--- config.mk ---
export PLATFORM = sky130hd
export DESIGN_NAME = bmu_multicycle
export DESIGN_NICKNAME = d
export VERILOG_FILES = /design/src/rtl/bmu_pkg.sv /design/src/rtl/bmu_multicycle.sv
export SDC_FILE = /design/constraint.sdc
export NUM_CORES = 1
export LEC_CHECK = 0
export BUFFER_PORTS_ARGS = -buffer_cell sky130_fd_sc_hd__buf_2
export CORE_MARGIN = 2
export CORE_UTILIZATION = 37
export DETAILED_ROUTE_END_ITERATION = 8
export HOLD_SLACK_MARGIN = 0.08
export PLACE_DENSITY_LB_ADDON = 0.15
export SYNTH_ARGS = -nofsm -noshare
export SYNTH_HDL_FRONTEND = slang
export SYNTH_SLANG_ARGS = --single-unit
--- constraint.sdc ---
create_clock -name clk_i -period 7.1 [get_ports clk_i]
set_input_delay 0.355 -clock clk_i [delete_from_list [all_inputs] [get_ports clk_i]]
set_output_delay 0.355 -clock clk_i [all_outputs]
set_load 0.05 [all_outputs]
--- src/rtl/bmu_pkg.sv ---
// Shared BMU definitions: opcode encodings (common with the single-cycle BMU)
// and the multicycle FSM state type.
package bmu_pkg;

    localparam logic [4:0] OP_CLMUL  = 5'b00001;
    localparam logic [4:0] OP_CLMULH = 5'b00010;
    localparam logic [4:0] OP_CLMULR = 5'b00011;
    localparam logic [4:0] OP_CLZ    = 5'b00100;
    localparam logic [4:0] OP_CPOP   = 5'b00101;
    localparam logic [4:0] OP_CTZ    = 5'b00110;

    typedef enum logic [1:0] {
        ST_IDLE = 2'd0,
        ST_RUN  = 2'd1,
        ST_DONE = 2'd2
    } state_t;

    // The multicycle unit implements the contiguous opcode range CLMUL..CTZ.
    function automatic logic isLegalOp(input logic [4:0] op);
        return (op >= OP_CLMUL) && (op <= OP_CTZ);
    endfunction

endpackage

--- src/rtl/bmu_multicycle.sv ---
// Bit-serial BMU: carry-less multiply family, CLZ, CTZ and CPOP, one operand
// bit per cycle over a fixed 32-cycle run.
module bmu_multicycle
    import bmu_pkg::*;
(
    input  logic        clk_i,
    input  logic        rst_i,
    input  logic        start_i,
    input  logic        flush_i,
    input  logic [4:0]  BMU_OP_i,
    input  logic [31:0] BMU_RS1_i,
    input  logic [31:0] BMU_RS2_i,
    output logic        busy_o,
    output logic        done_o,
    output logic [31:0] result_o
);

    state_t      r_state;
    logic [4:0]  r_cnt;
    logic [4:0]  r_op;
    logic [31:0] r_rs1;
    logic [31:0] r_rs2;
    logic [63:0] r_acc;
    logic [5:0]  r_count;
    logic        r_found;
    logic        r_done;
    logic [31:0] r_result;

    logic [4:0]  w_clzIdx;
    logic        w_scanBit;
    logic [63:0] w_accNext;
    logic [5:0]  w_countNext;
    logic        w_foundNext;
    logic [31:0] w_finalResult;

    assign busy_o   = (r_state == ST_RUN);
    assign done_o   = r_done;
    assign result_o = r_result;

    // Per-step datapath; the final result is taken from the post-step values
    // so bit 31 is included on the cycle the FSM leaves RUN.
    always_comb begin
        w_clzIdx    = 5'd31 - r_cnt;
        w_scanBit   = (r_op == OP_CLZ) ? r_rs1[w_clzIdx] : r_rs1[r_cnt];
        w_accNext   = r_acc;
        w_countNext = r_count;
        w_foundNext = r_found;
        if (r_rs2[r_cnt]) begin
            w_accNext = r_acc ^ ({32'b0, r_rs1} << r_cnt);
        end
        if (r_op == OP_CPOP) begin
            if (r_rs1[r_cnt]) begin
                w_countNext = r_count + 6'd1;
            end
        end else if ((r_op == OP_CLZ) || (r_op == OP_CTZ)) begin
            if (!r_found && !w_scanBit) begin
                w_countNext = r_count + 6'd1;
            end
            if (w_scanBit) begin
                w_foundNext = 1'b1;
            end
        end
        case (r_op)
            OP_CLMUL:  w_finalResult = w_accNext[31:0];
            OP_CLMULH: w_finalResult = w_accNext[63:32];
            OP_CLMULR: w_finalResult = w_accNext[62:31];
            default:   w_finalResult = {26'd0, w_countNext};
        endcase
    end

    always_ff @(posedge clk_i or posedge rst_i) begin
        if (rst_i) begin
            r_state  <= ST_IDLE;
            r_cnt    <= 5'd0;
            r_op     <= 5'd0;
            r_rs1    <= 32'd0;
            r_rs2    <= 32'd0;
            r_acc    <= 64'd0;
            r_count  <= 6'd0;
            r_found  <= 1'b0;
            r_done   <= 1'b0;
            r_result <= 32'd0;
        end else if (flush_i) begin
            // Abort wins over any start in the same cycle; result is preserved.
            r_state <= ST_IDLE;
            r_cnt   <= 5'd0;
            r_done  <= 1'b0;
        end else begin
            case (r_state)
                ST_IDLE, ST_DONE: begin
                    r_done <= 1'b0;
                    if (start_i) begin
                        r_op  <= BMU_OP_i;
                        r_rs1 <= BMU_RS1_i;
                        r_rs2 <= BMU_RS2_i;
                        if (isLegalOp(BMU_OP_i)) begin
                            r_state <= ST_RUN;
                            r_cnt   <= 5'd0;
                            r_acc   <= 64'd0;
                            r_count <= 6'd0;
                            r_found <= 1'b0;
                        end else begin
                            r_state  <= ST_DONE;
                            r_done   <= 1'b1;
                            r_result <= BMU_RS1_i;
                        end
                    end else begin
                        r_state <= ST_IDLE;
                    end
                end
                ST_RUN: begin
                    r_acc   <= w_accNext;
                    r_count <= w_countNext;
                    r_found <= w_foundNext;
                    r_cnt   <= r_cnt + 5'd1;
                    if (r_cnt == 5'd31) begin
                        r_state  <= ST_DONE;
                        r_done   <= 1'b1;
                        r_result <= w_finalResult;
                    end
                end
                default: begin
                    r_state <= ST_IDLE;
                    r_done  <= 1'b0;
                end
            endcase
        end
    end

endmodule

==> results.yml <==
run_status:
  status: "completed"
sta:
  rsz0062_at_grt: "no"
  slew_violations: 0
  fmax_mhz: 233
  finClkSkew_ps: 11.4
  setup_tns_ps: 0
  slew_headroom_pct: 26.2
  hold_ws_ps: 135
  fin_crit_sh_pct: 60.5
  finalSetupViolCount: 0
  min_period_ps: 4300
  hold_violations: 0
  worst_pin_slew_ps: 1110
floorplanning:
  row_count: 65
  core_um2: 31600
  die_h_um: 183
  fp.dieW_um: 183
  die_area_um2: 33600
  initial_utilization_pct: 37.6
  floorplan.io_pins: 107
placement:
  dp.final_hpwl_um: 30800
  port_buffers: 106
  gp_congestion: 0.949
yosys:
  syn-cell-area_um2: 11900
  syn_inst: 1256
  synth_flop_cell: "dfrtp_1"
  syn_avg_cell_area_um2: 9.47
  syn-num-nets: 1332
  ys_warn_count: 0
  synth_edf_count: 0
  synth_cell_types: 67
  yosysSeqAreaShare_pct: 37.4
  ys_seq_elements: 178
  ys_async_sr_fraction_pct: 100
clock_tree:
  clock_sinks: 178
  cts_tree: "yes"
  htreeDepth: 4
  clock_path_buffers: 2
  insertion_delay_ps: 450
  cts_hold_buf: 1
  clockRootBuffer: "clkbuf_16"
  cts_inserted_buffers: 17
  post_cts_buffers: 0
  clk_pin_slew_worst_paths_ps: 70
  cts_resized: 0
route:
  via_count: 10481
  drt_iter0_drc: 1062
  avgRoutedWirePerCell_um: 24.5
  wl_um: 42300
  drc: 0
  viasPerCell: 6.08
  dr.pass1.iters: 6
  antenna_left: 0
global_route:
  grt_pass1_vias: 10002
  grt_pass1_wl_um: 64000
  grt_max_degree: 76
  grt_usage_pct: 25.5
  antenna_found_initial: 0
  grt_overflow: 0
critical_path:
  arrival_ps: 4620
  crit_path_start_kind: "register"
  critPathRequiredTime_ps: 7420
  critPathLaunch: "r_cnt[1]"
  timing_worst_setup_path_type: "register to register"
  critPathMaxFanout: 71
  crit_path_end_kind: "register"
  timing.rr.start: "r_cnt[1]"
power:
  peakVddDrop_v: 0.000168
  cellLeakagePower_nw: 5.40
  p_switching_mw: 1.14
  p_comb_share_pct: 27.7
  clkPwrFrac_pct: 31.0
  seqPwrFrac_pct: 41.2
  internal_power_mw: 2.01
  p_sw_share_pct: 36.2
  powerDensity_nw_per_um2: 238
hold_path:
  hp-start: "BMU_RS2_i[9]"
  hold_path.class: "primary input to register"
layout:
  area_growth_pct: 11.6
  drive_above_1_share_pct: 23.0
  n_antenna_cell: 0
  final_nets: 1385
run:
  drv_cap: 0
==> cells in the final DEF (no fill, tap or decap), drive strengths merged, types with 11 or more instances in the layout <==
cell    instances
nor2           77
nand2b         11
a21o           11
mux2i          78
xnor2          39
inv            17
and3           25
nand3          18
mux4           30
a211oi         14
buf           124
o31ai          19
dfrtp         178
o22ai          24
a21oi          69
mux2          105
nand2         170
o21ai         120
nor3           13
clkbuf         19
xor2           29
==> per-layer routing <==
| layer | GRT usage [%] | wire length [um] | up-vias |
|---|---|---|---|
| met5 | 0 | 0 | - |
| met4 | 10.6 | 1730 | 0 |
| met3 | 4.09 | 2800 | 77 |
| met2 | 38.7 | 18500 | 460 |
| met1 | 36.3 | 19200 | 5247 |
| li1 | - | - | 4697 |
==> logic make-up (layout without fill, tap and decap cells) <==
group	Yosys count	in the layout	share of synthesized area, %
AND/OR/NAND/NOR	358	358	13.5
multiplexers	213	213	22.3
AO/OA/AOI/OAI	331	331	17.3
XOR/XNOR	68	68	5.00
flip-flops	178	178	37.4
adder cells (fa/ha/maj)	3	3	0.315
buffers and inverters	105	171	4.15
==> worst paths after layout <==
kind | slack (ps) | cells after the start | endpoint
worst min-delay path | 130 | 2 | r_rs2[9]
max in group asynchronous | 5400 | 4 | r_acc[2]
worst max-delay path | 2800 | 9 | result_o[1]
worst min register to register | 470 | 2 | result_o[31]
worst max register to register | 2800 | 9 | result_o[1]
min in group asynchronous | 470 | 3 | r_rs1[22]
==> registers in the layout, summed over array words and instances (netlist names) <==
register  count
r_acc        63
r_cnt         5
r_count       6
r_found       1
r_op          5
r_rs1        32
r_rs2        32
r_state       2
result_o     32
==> per-stage QoR <==
| stage | instances | power (mW) | setup WS (ps) | area (um^2) | util (%) |
|---|---|---|---|---|---|
| floorplan | 1256 | 1.88 | 1910 | 11900 | - |
| global placement | 1691 | 2.18 | 2850 | 12700 | 40.1 |
| detailed placement | 1691 | 2.18 | 2840 | 12700 | 40.1 |
| CTS | 1724 | 3.17 | 2820 | 13300 | 42.0 |
| global route | 1724 | 3.29 | 2490 | 13300 | 42.0 |
| finish | 1724 | 3.16 | 2800 | 13300 | 42.0 |
==> power by group through the flow <==
stage	clock, mW	combinational [mW]	sequential, mW
2_1_floorplan	0	0.515	1.37
3_3_place_gp	0	0.860	1.32
3_5_place_dp	0	0.865	1.32
4_1_cts	0.999	0.870	1.30
5_1_grt	1.03	0.936	1.32
6_report	0.980	0.875	1.30
==> layout make-up <==
type	instances	area, um^2
clock inverters	13	151
well taps	402	503
multi-input cells	973	6980
repair buffers	125	676
clock buffers	19	443
fillers	3126	18400
inverters	14	60.1
flip-flops and latches	178	4460
==> critical path: stages, from the launching register on <==
cell       delay (ps)
dfrtp_4          1070
mux4_2            430
and3_1            280
a21oi_2           270
nand4_1           770
o2111ai_1         470
xor2_1            240
nor2_1             80
a2111oi_0         430
a2bb2oi_1         120
==> cells in the mapped netlist (4+ instances only) <==
master    instances  area share, %
a211oi_1         14           0.88
a21o_1           11           0.69
a21oi_1          67            2.8
a221oi_1         10           0.74
a22o_1            9           0.66
a22oi_1          10           0.63
a31oi_1           5           0.26
and2_1           10           0.53
and3_1           25            1.3
and4_1            4           0.29
buf_1             8           0.25
buf_2            12           0.50
buf_4             6           0.38
buf_6             4           0.38
clkbuf_1         59            1.9
dfrtp_1         178             37
inv_1            12           0.38
mux2_2          105            9.9
mux2i_1          78            6.6
mux4_2           27            5.1
nand2_1         170            5.4
nand2b_1         11           0.58
nand3_1          18           0.76
nand4_1           8           0.42
nor2_1           77            2.4
nor2b_1           5           0.26
nor3_1           13           0.55
o211ai_1          9           0.57
o21a_1            4           0.25
o21ai_0         116            4.9
o221ai_1          5           0.37
o22a_1            4           0.29
o22ai_1          24            1.3
o31ai_1          19            1.2
or3_1             5           0.26
xnor2_1          39            2.9
xor2_1           29            2.1
Power figures use the tool's default switching activity.
